===== config.mk =====
export PLATFORM = sky130hd
export DESIGN_NAME = uart_hex_reporter_flat
export DESIGN_NICKNAME = d
export VERILOG_FILES = /design/src/rtl/uart_report_pkg.sv /design/src/rtl/uart_hex_reporter_if.sv /design/src/rtl/report_fifo.sv /design/src/rtl/uart_hex_reporter.sv /design/src/flat_wrapper.sv
export SDC_FILE = /design/constraint.sdc
export NUM_CORES = 1
export LEC_CHECK = 0
export BUFFER_PORTS_ARGS = -buffer_cell sky130_fd_sc_hd__buf_2
export CORE_MARGIN = 1
export CORE_UTILIZATION = 30
export CTS_CLUSTER_DIAMETER = 200
export DETAILED_ROUTE_END_ITERATION = 10
export SETUP_SLACK_MARGIN = 0.5
export SLEW_MARGIN = 10
export SYNTH_ARGS = -nofsm -noshare
export SYNTH_HDL_FRONTEND = slang
export SYNTH_SLANG_ARGS = --single-unit

===== constraint.sdc =====
create_clock -name clk -period 4.6 [get_ports clk]
set_input_delay 0.46 -clock clk [delete_from_list [all_inputs] [get_ports clk]]
set_output_delay 0.46 -clock clk [all_outputs]
set_load 0.05 [all_outputs]

===== src/rtl/uart_report_pkg.sv =====
// Shared types, ASCII constants and nibble-to-character helper for the hex reporter.
package uart_report_pkg;

    typedef enum logic [1:0] {
        ST_IDLE,
        ST_SEND,
        ST_WAIT_BUSY,
        ST_WAIT_DONE
    } report_state_e;

    localparam logic [7:0] ASCII_CR = 8'h0D;
    localparam logic [7:0] ASCII_LF = 8'h0A;
    localparam logic [7:0] ASCII_0  = 8'h30;
    localparam logic [7:0] ASCII_A  = 8'h41;

    function automatic logic [7:0] nib2ascii(input logic [3:0] nib);
        logic [7:0] ch;
        if (nib < 4'd10) begin
            ch = ASCII_0 + {4'h0, nib};
        end else begin
            ch = ASCII_A + {4'h0, nib - 4'd10};
        end
        return ch;
    endfunction

endpackage


===== src/rtl/uart_hex_reporter_if.sv =====
// Producer word handshake plus UART transmit handshake; master side is the reporter.
interface uart_hex_reporter_if #(
    parameter int unsigned WORD_W = 32
);
    logic              in_valid;
    logic [WORD_W-1:0] in_data;
    logic              in_ready;
    logic              is_transmitting;
    logic              transmit;
    logic [7:0]        tx_byte;

    modport master (
        input  in_valid, in_data, is_transmitting,
        output in_ready, transmit, tx_byte
    );

    modport slave (
        output in_valid, in_data, is_transmitting,
        input  in_ready, transmit, tx_byte
    );
endinterface


===== src/rtl/report_fifo.sv =====
// Synchronous word FIFO, first-word-fall-through: rd_data shows the head while not empty.
module report_fifo #(
    parameter int unsigned WIDTH = 32,
    parameter int unsigned DEPTH = 4
) (
    input  logic             clk,
    input  logic             reset,
    input  logic             wr_en,
    input  logic [WIDTH-1:0] wr_data,
    input  logic             rd_en,
    output logic [WIDTH-1:0] rd_data,
    output logic             full,
    output logic             empty
);
    localparam int unsigned AW = $clog2(DEPTH);
    localparam logic [AW:0] FULL_CNT = (AW + 1)'(DEPTH);

    logic [AW-1:0]    wr_ptr_q, wr_ptr_d;
    logic [AW-1:0]    rd_ptr_q, rd_ptr_d;
    logic [AW:0]      count_q, count_d;
    logic [WIDTH-1:0] mem_q [DEPTH];
    logic [WIDTH-1:0] mem_d [DEPTH];
    logic             do_wr, do_rd;

    assign full    = (count_q == FULL_CNT);
    assign empty   = (count_q == '0);
    assign rd_data = mem_q[rd_ptr_q];

    always_comb begin
        do_wr    = wr_en && !full;
        do_rd    = rd_en && !empty;
        mem_d    = mem_q;
        wr_ptr_d = wr_ptr_q;
        rd_ptr_d = rd_ptr_q;
        count_d  = count_q;
        if (do_wr) begin
            mem_d[wr_ptr_q] = wr_data;
            wr_ptr_d        = wr_ptr_q + 1'b1;
        end
        if (do_rd) begin
            rd_ptr_d = rd_ptr_q + 1'b1;
        end
        case ({do_wr, do_rd})
            2'b10:   count_d = count_q + 1'b1;
            2'b01:   count_d = count_q - 1'b1;
            default: count_d = count_q;
        endcase
    end

    always_ff @(posedge clk) begin
        if (reset) begin
            wr_ptr_q <= '0;
            rd_ptr_q <= '0;
            count_q  <= '0;
        end else begin
            wr_ptr_q <= wr_ptr_d;
            rd_ptr_q <= rd_ptr_d;
            count_q  <= count_d;
        end
    end

    always_ff @(posedge clk) begin
        mem_q <= mem_d;
    end

endmodule


===== src/rtl/uart_hex_reporter.sv =====
// Drains queued result words to the UART as "<uppercase hex> CR LF", one byte per
// transmit/is_transmitting handshake, with ACK timeout retry and sticky error flag.
module uart_hex_reporter
    import uart_report_pkg::*;
#(
    parameter int unsigned WORD_W      = 32,
    parameter int unsigned DEPTH       = 4,
    parameter int unsigned ACK_TIMEOUT = 1023
) (
    input  logic                clk,
    input  logic                reset,
    uart_hex_reporter_if.master bus,
    output logic                busy,
    output logic                timeout_err
);
    localparam int unsigned NIB      = WORD_W / 4;
    localparam int unsigned LINE_LEN = NIB + 2;
    localparam int unsigned IDX_W    = $clog2(LINE_LEN);
    localparam int unsigned TO_W     = $clog2(ACK_TIMEOUT + 1);
    localparam logic [IDX_W-1:0] LAST_IDX = IDX_W'(LINE_LEN - 1);
    localparam logic [IDX_W-1:0] CR_IDX   = IDX_W'(NIB);

    report_state_e     state_q, state_d;
    logic [WORD_W-1:0] word_q, word_d;
    logic [IDX_W-1:0]  char_idx_q, char_idx_d;
    logic [7:0]        tx_byte_q, tx_byte_d;
    logic [TO_W-1:0]   to_cnt_q, to_cnt_d;
    logic              timeout_err_q, timeout_err_d;

    logic              fifo_wr_en, fifo_rd_en, fifo_full, fifo_empty;
    logic [WORD_W-1:0] fifo_rd_data;

    assign bus.in_ready = !fifo_full && !reset;
    assign fifo_wr_en   = bus.in_valid && bus.in_ready;

    report_fifo #(
        .WIDTH (WORD_W),
        .DEPTH (DEPTH)
    ) u_fifo (
        .clk     (clk),
        .reset   (reset),
        .wr_en   (fifo_wr_en),
        .wr_data (bus.in_data),
        .rd_en   (fifo_rd_en),
        .rd_data (fifo_rd_data),
        .full    (fifo_full),
        .empty   (fifo_empty)
    );

    always_comb begin
        state_d       = state_q;
        word_d        = word_q;
        char_idx_d    = char_idx_q;
        tx_byte_d     = tx_byte_q;
        to_cnt_d      = to_cnt_q;
        timeout_err_d = timeout_err_q;
        fifo_rd_en    = 1'b0;
        case (state_q)
            ST_IDLE: begin
                if (!fifo_empty && !bus.is_transmitting) begin
                    fifo_rd_en = 1'b1;
                    word_d     = fifo_rd_data;
                    char_idx_d = '0;
                    tx_byte_d  = nib2ascii(fifo_rd_data[WORD_W-1 -: 4]);
                    state_d    = ST_SEND;
                end
            end
            ST_SEND: begin
                to_cnt_d = '0;
                state_d  = ST_WAIT_BUSY;
            end
            ST_WAIT_BUSY: begin
                if (bus.is_transmitting) begin
                    state_d = ST_WAIT_DONE;
                end else begin
                    to_cnt_d = to_cnt_q + 1'b1;
                    // tx_byte is left untouched so the retry resends the same character
                    if (to_cnt_d == TO_W'(ACK_TIMEOUT)) begin
                        timeout_err_d = 1'b1;
                        state_d       = ST_SEND;
                    end
                end
            end
            ST_WAIT_DONE: begin
                if (!bus.is_transmitting) begin
                    if (char_idx_q == LAST_IDX) begin
                        state_d = ST_IDLE;
                    end else begin
                        char_idx_d = char_idx_q + 1'b1;
                        // the word is shifted so the next digit is always the top nibble
                        word_d     = word_q << 4;
                        state_d    = ST_SEND;
                        if (char_idx_d < CR_IDX) begin
                            tx_byte_d = nib2ascii(word_d[WORD_W-1 -: 4]);
                        end else if (char_idx_d == CR_IDX) begin
                            tx_byte_d = ASCII_CR;
                        end else begin
                            tx_byte_d = ASCII_LF;
                        end
                    end
                end
            end
            default: state_d = ST_IDLE;
        endcase
    end

    always_ff @(posedge clk) begin
        if (reset) begin
            state_q       <= ST_IDLE;
            word_q        <= '0;
            char_idx_q    <= '0;
            tx_byte_q     <= '0;
            to_cnt_q      <= '0;
            timeout_err_q <= 1'b0;
        end else begin
            state_q       <= state_d;
            word_q        <= word_d;
            char_idx_q    <= char_idx_d;
            tx_byte_q     <= tx_byte_d;
            to_cnt_q      <= to_cnt_d;
            timeout_err_q <= timeout_err_d;
        end
    end

    assign bus.transmit = (state_q == ST_SEND);
    assign bus.tx_byte  = tx_byte_q;
    assign busy         = (state_q != ST_IDLE) || !fifo_empty;
    assign timeout_err  = timeout_err_q;

endmodule


===== src/flat_wrapper.sv =====
// flat-port wrapper written by rule: the top's interface ports become plain ports
module uart_hex_reporter_flat import uart_report_pkg::*;
#(
    parameter int unsigned WORD_W      = 32,
    parameter int unsigned DEPTH       = 4,
    parameter int unsigned ACK_TIMEOUT = 1023
)
  (clk, reset, busy, timeout_err, bus_in_valid, bus_in_data, bus_is_transmitting, bus_in_ready, bus_transmit, bus_tx_byte);
  uart_hex_reporter_if #(.WORD_W(WORD_W)) bus_i ();
  input  logic clk;
  input  logic reset;
  output logic busy;
  output logic timeout_err;
  input wire logic [$bits(bus_i.in_valid)-1:0] bus_in_valid;
  input wire logic [$bits(bus_i.in_data)-1:0] bus_in_data;
  input wire logic [$bits(bus_i.is_transmitting)-1:0] bus_is_transmitting;
  output wire logic [$bits(bus_i.in_ready)-1:0] bus_in_ready;
  output wire logic [$bits(bus_i.transmit)-1:0] bus_transmit;
  output wire logic [$bits(bus_i.tx_byte)-1:0] bus_tx_byte;
  assign bus_i.in_valid = bus_in_valid;
  assign bus_i.in_data = bus_in_data;
  assign bus_i.is_transmitting = bus_is_transmitting;
  assign bus_in_ready = bus_i.in_ready;
  assign bus_transmit = bus_i.transmit;
  assign bus_tx_byte = bus_i.tx_byte;
  uart_hex_reporter #(.WORD_W(WORD_W), .DEPTH(DEPTH), .ACK_TIMEOUT(ACK_TIMEOUT)) u_core (.clk(clk), .reset(reset), .bus(bus_i), .busy(busy), .timeout_err(timeout_err));
endmodule

; After elaboration in Yosys (flattened, before gate mapping)
; Cells that the tools add are included.
[totals]
ff_bits = 188
[classes]
n_addsub = 12
n_lt_le_gt_ge = 6
eq_ne = 14
n_mux = 33
bitwise = 3
n_reduce_logical = 21
[ops]
columns = operator, count
row1 = bitwise mux 128 bit, 1
row2 = 2-to-1 mux 32 bit, 3
row3 = 2-to-1 mux 28 bit, 3
row4 = binary-select mux 32 bit (select 2 bit), 1
row5 = demux 32 bit (select 2 bit), 1
row6 = one-hot mux 28 bit (2 select lines), 1
row7 = 2-to-1 mux 8 bit, 6
row8 = one-hot mux 10 bit (2 select lines), 1
row9 = adder 7 x 4 -> 8 bit (first input constant), 2
row10 = one-hot mux 8 bit (2 select lines), 1
row11 = adder 6 x 4 -> 7 bit (first input constant), 2
row12 = < comparator 4 bit (second input constant), 3
row13 = 2-to-1 mux 4 bit, 3
row14 = adder 10 x 1 -> 10 bit (second input constant), 1
row15 = equality test 10 bit (second input constant), 1
row16 = 2-to-1 mux 10 bit, 1
row17 = equality test 4 bit (second input constant), 2
row18 = 2-to-1 mux 2 bit, 4
row19 = one-hot mux 2 bit (4 select lines), 1
row20 = one-hot mux 4 bit (2 select lines), 1
row21 = nonzero test 2 bit, 4
row22 = subtractor 4 bit (second input constant), 2
row23 = equality test 2 bit (second input constant), 3
row24 = greater-or-equal comparator 3 bit (second input constant), 2
row25 = 23 further kinds, 39

; Depth between registers and ports, before layout
[logic_depth]
ltp_word = 9
ltp_mapped = 10
ltp_nobuf = 10

; Cells and area by module
; A second synthesis with hierarchy kept.
[hier_totals]
hier_cells = 586
hier_area_um2 = 7988.9
[by_module_without_submodules]
columns = module, instances, cells_each, area_each_um2
row1 = report_fifo, 1, 218, 5153.7
row2 = uart_hex_reporter, 1, 368, 2835.2

; Worst setup path before layout
; OpenSTA, ideal clock, no wires.
[synth_path]
path_kind = input-to-reg
from = input reset
to = register u_core.u_fifo.mem_q[0] (netlist bit), enable pin
arrival_ps = 2516
path_slack_ps = 1692
stages = 3
path_cell_list = clkbuf_1 a31oi_1 and3_1
[synth_between]
elab_chain_cells = 4
[synth_lines]
columns = item, line
row1 = start: declaration, flat_wrapper.sv:11  ; input logic reset;
row2 = logical NOT 1 bit, uart_hex_reporter.sv:33  ; assign bus.in_ready = !fifo_full && !reset;
row3 = logical AND 1 bit, uart_hex_reporter.sv:33
row4 = via bus_in_ready, flat_wrapper.sv:17  ; output wire logic [$bits(bus_i.in_ready)-1:0] bus_in_ready;
row5 = logical AND 1 bit, uart_hex_reporter.sv:34  ; assign fifo_wr_en = bus.in_valid && bus.in_ready;
row6 = logical AND 1 bit, report_fifo.sv:30  ; do_wr = wr_en && !full;
row7 = end signal: assignment, report_fifo.sv:63  ; mem_q <= mem_d;
row8 = end: declaration, report_fifo.sv:21  ; logic [WIDTH-1:0] mem_q [DEPTH];
; The timed path passes the listed nets, and every way through them passes these cells.
; A chain may end at the register's enable or synchronous reset.

; Worst setup path after layout
[layout_path]
from = register u_core.u_fifo.rd_ptr_q[0]
to = register u_core.tx_byte_q[5], in the netlist u_core.bus.tx_byte[5]
[layout_between]
elab_chain_cells = 9
[layout_lines]
columns = item, line
row1 = start: declaration, report_fifo.sv:19  ; logic [AW-1:0] rd_ptr_q, rd_ptr_d;
row2 = start signal: assignment, report_fifo.sv:57  ; rd_ptr_q <= rd_ptr_d;
row3 = NOT 2 -> 3 bit (not written as such) (*), report_fifo.sv:27  ; assign rd_data = mem_q[rd_ptr_q];
row4 = binary-select mux 32 bit (select 2 bit) (*), report_fifo.sv:27
row5 = 2-to-1 mux 32 bit (not written as such) (*) (2 in series), report_fifo.sv:27
row6 = subtractor 4 bit, uart_report_pkg.sv:21  ; ch = ASCII_A + {4'h0, nib - 4'd10};
row7 = adder 7 x 4 -> 8 bit, uart_report_pkg.sv:21
row8 = 2-to-1 mux 8 bit (*), uart_report_pkg.sv:18  ; if (nib < 4'd10) begin
row9 = 2-to-1 mux 8 bit (*), uart_hex_reporter.sv:60  ; if (!fifo_empty && !bus.is_transmitting) begin
row10 = one-hot mux 8 bit (2 select lines) (*), uart_hex_reporter.sv:58  ; case (state_q)
row11 = end signal: assignment, uart_hex_reporter.sv:119  ; tx_byte_q <= tx_byte_d;
row12 = end: declaration, uart_hex_reporter.sv:26  ; logic [7:0] tx_byte_q, tx_byte_d;
; Every way passes the cells marked *; elsewhere a longest branch is shown, timed or not. The select of a mux whose other input is x is not followed.

==> results.txt <==
outcome: complete, no violations
Antenna diodes: 0
CTS root buffer: clkbuf_16
worst skew pair latency: 0.43 ns
Area growth, synth to finish: 15.2%
Fillers: 2429
crit path DAT: 2.89 ns
fin nets: 659
Worst Hold Endpoint: u_core.u_fifo.mem_q[22]
Final Max Slew Viols: 0
most common cell after layout, fill and taps aside: edfxtp_1
Pre-Repair DR Iteration Count: 5
synthesized flop and latch total: 187
CTS tree: done
min cycle time layout: 2.52 ns
number of vias per cell: 4.75
DP HPWL: 9640 um
CP max-delay cell: mux4_2
final hold vios: 0
DRT Wirelength: 15400 um
Reg2Reg Capture Point: u_core.bus.tx_byte[5]
MaxCap Viol Count: 0
Place WS: 2.02 ns
final setup fails: 0
layout cells sized above 1: 20.3%
DIE WIDTH: 162 um
Slew headroom: 28.0%
Initial DRC Count: 372
post-cts sizing count: 0
peak supply drop: 0.000279 V
hold path start: bus_in_data[22]
post-route ant nets: 0
Post-Synthesis Cells: 570
die height: 162 um
Min-Delay Path Class: input pin to register
areal power density over the cells: 539 nW/um^2
initial antenna violation count: 0
Syn Std Cell Area: 7700 um^2
wire per inst: 16.2 um
crit path capture type: register
setup TNS: 0 ns
setup repair bufs after CTS: 0
Vias: 4521
unrepaired setup endpoints after global routing: no
worst slew pin tran: 1.08 ns
Static Leakage: 2.94 nW
clock buffer depth: 2
worst r2r src: u_core.u_fifo.rd_ptr_q[0]
H-tree lvl count: 4
# rows: 58
CTS Sinks: 187
Async SR Flop Fraction: 0%
Initial Util: 30.6%
post-synthesis sequential area ratio: 65.2%
critical-path cell list: buf_4 > mux4_2 > o21ai_2 > nor2_2 > or3_1 > a21oi_2
Setup Crit Path Kind: register to register
largest net degree at the start of global routing: 61
Congestion Overflow GR: 0
Hold Path Stages: 1
Die ar.: 26300 um^2
Post-synth EDFFs: 128
worst setup margin: 2.08 ns
clock skew: 0.00958 ns
CP peak stage delay: 0.64 ns
core region area: 25200 um^2
RD Place Congestion: 0.764
post-synth cell types: 51
Max Clk Rate: 397 MHz
TritonCTS Buffers: 17
Max Fanout on Critical Path: 24
port bufs: 46
most frequent cells in the layout: edfxtp_1 (128), nand2_1 (76), dfxtp_1 (58)
Top-Level Pins: 48
Main synth FF type: edfxtp_1
clock transition at the registers of the reported paths: 0.07 ns
Crit path required time: 4.97 ns
r2r setup slk: 2.08 ns
Hold-fix buffers, CTS: 0
vias in the first global route: 4382
GRT Total Usage: 12.4%
Mapped Avg Cell Area: 13.5 um^2
first-pass GRT wire length: 24700 um
synth warn: 0
final critical-path share of the clock period: 54.8%
CP startpoint kind: register
Synth Net Count: 620
FF-to-FF path depth: 6
DRC viols: 0
-- layer usage --
metal / track usage (%) / vias up / wire length, um
met5: 0 / - / 0
met4: 3.90 / 0 / 128
met3: 2.81 / 11 / 582
met2: 19.7 / 73 / 7530
met1: 16.8 / 2223 / 7170
li1: - / 2214 / -
-- cell usage after synthesis (4+ instances only) --
library cell	count	area (um^2)
a21oi_1	23	115
a311oi_1	27	236
a31oi_1	7	43.8
and3_1	4	25.0
buf_2	10	50.1
clkbuf_1	22	82.6
dfxtp_1	59	1180
edfxtp_1	128	3840
ha_1	13	163
inv_1	19	71.3
mux4_2	32	721
nand2_1	76	285
nand3_1	8	40.0
nor2_1	55	206
nor3_1	10	50.1
o21ai_0	12	60.1
or3_1	4	25.0
xnor2_1	7	61.3
xor2_1	6	52.6
-- flip-flops by register name, indices dropped and copies added, names as in the netlist --
signal / cells
u_core.bus.tx_byte: 7
u_core.u_fifo.wr_ptr_q: 2
u_core.u_fifo.mem_q: 128
u_core.u_fifo.rd_ptr_q: 2
u_core.u_fifo.count_q: 3
u_core.char_idx_q: 4
u_core.to_cnt_q: 10
u_core.word_q: 28
u_core.state_q: 2
u_core.timeout_err: 1
-- layout make-up --
type                       instances  area (um^2)  share of cell area, %
inverter                          20         75.1                  0.846
clock inverter                    13          171                   1.93
clock buffer                      19          433                   4.88
sequential                       187         5030                   56.7
tap                              330          413                   4.65
multi-input combinational        329         2460                   27.8
timing repair buffer              54          290                   3.27
-- power by group --
part,internal (mW),switching [mW]
logic,0.454,0.700
registers,1.98,0.145
clock network,0.828,0.670
total,3.26,1.51
-- cells by family after synthesis --
kind of cell,Yosys count,synth area share [%]
flops,187,65.2
simple gates,177,10.1
compound gates,90,8.19
buf+inv,54,2.94
mux,34,9.62
fa+ha+maj,14,2.37
xor+xnor,13,1.48
other cells,1,0.0487
-- worst max path at each step --
stage	to	slack [ns]	cells past startpoint	from
after floorplan	u_core.u_fifo.mem_q[0]	1.69	3	reset
after global placement	u_core.bus.tx_byte[5]	2.07	6	u_core.u_fifo.rd_ptr_q[0]
after detailed placement	u_core.bus.tx_byte[5]	2.02	6	u_core.u_fifo.rd_ptr_q[0]
after CTS	u_core.bus.tx_byte[5]	2.00	6	u_core.u_fifo.rd_ptr_q[0]
after global routing	u_core.bus.tx_byte[2]	1.77	6	u_core.u_fifo.rd_ptr_q[0]
final	u_core.bus.tx_byte[5]	2.08	6	u_core.u_fifo.rd_ptr_q[0]
-- per-stage QoR --
stage	area [um^2]	hold WS, ns	power, mW	utilization (%)	instances
2_1_floorplan	7700	0.448	3.05	-	570
3_3_place_gp	8270	0.463	3.32	32.8	920
3_5_place_dp	8270	0.466	3.34	32.8	920
4_1_cts	8870	0.224	4.83	35.2	952
5_1_grt	8870	0.229	5.04	35.2	952
6_report	8870	0.244	4.78	35.2	952
-- worst max-delay path, delay by kind of cell (launching register included) --
family	cells	cell delay, ns
multiplexers	1	0.64
flip-flops	1	0.57
buffers and inverters	1	0.52
AND/OR/NAND/NOR	2	0.48
AO/OA/AOI/OAI	2	0.22
Note: power is estimated with default switching activity, not from simulation.
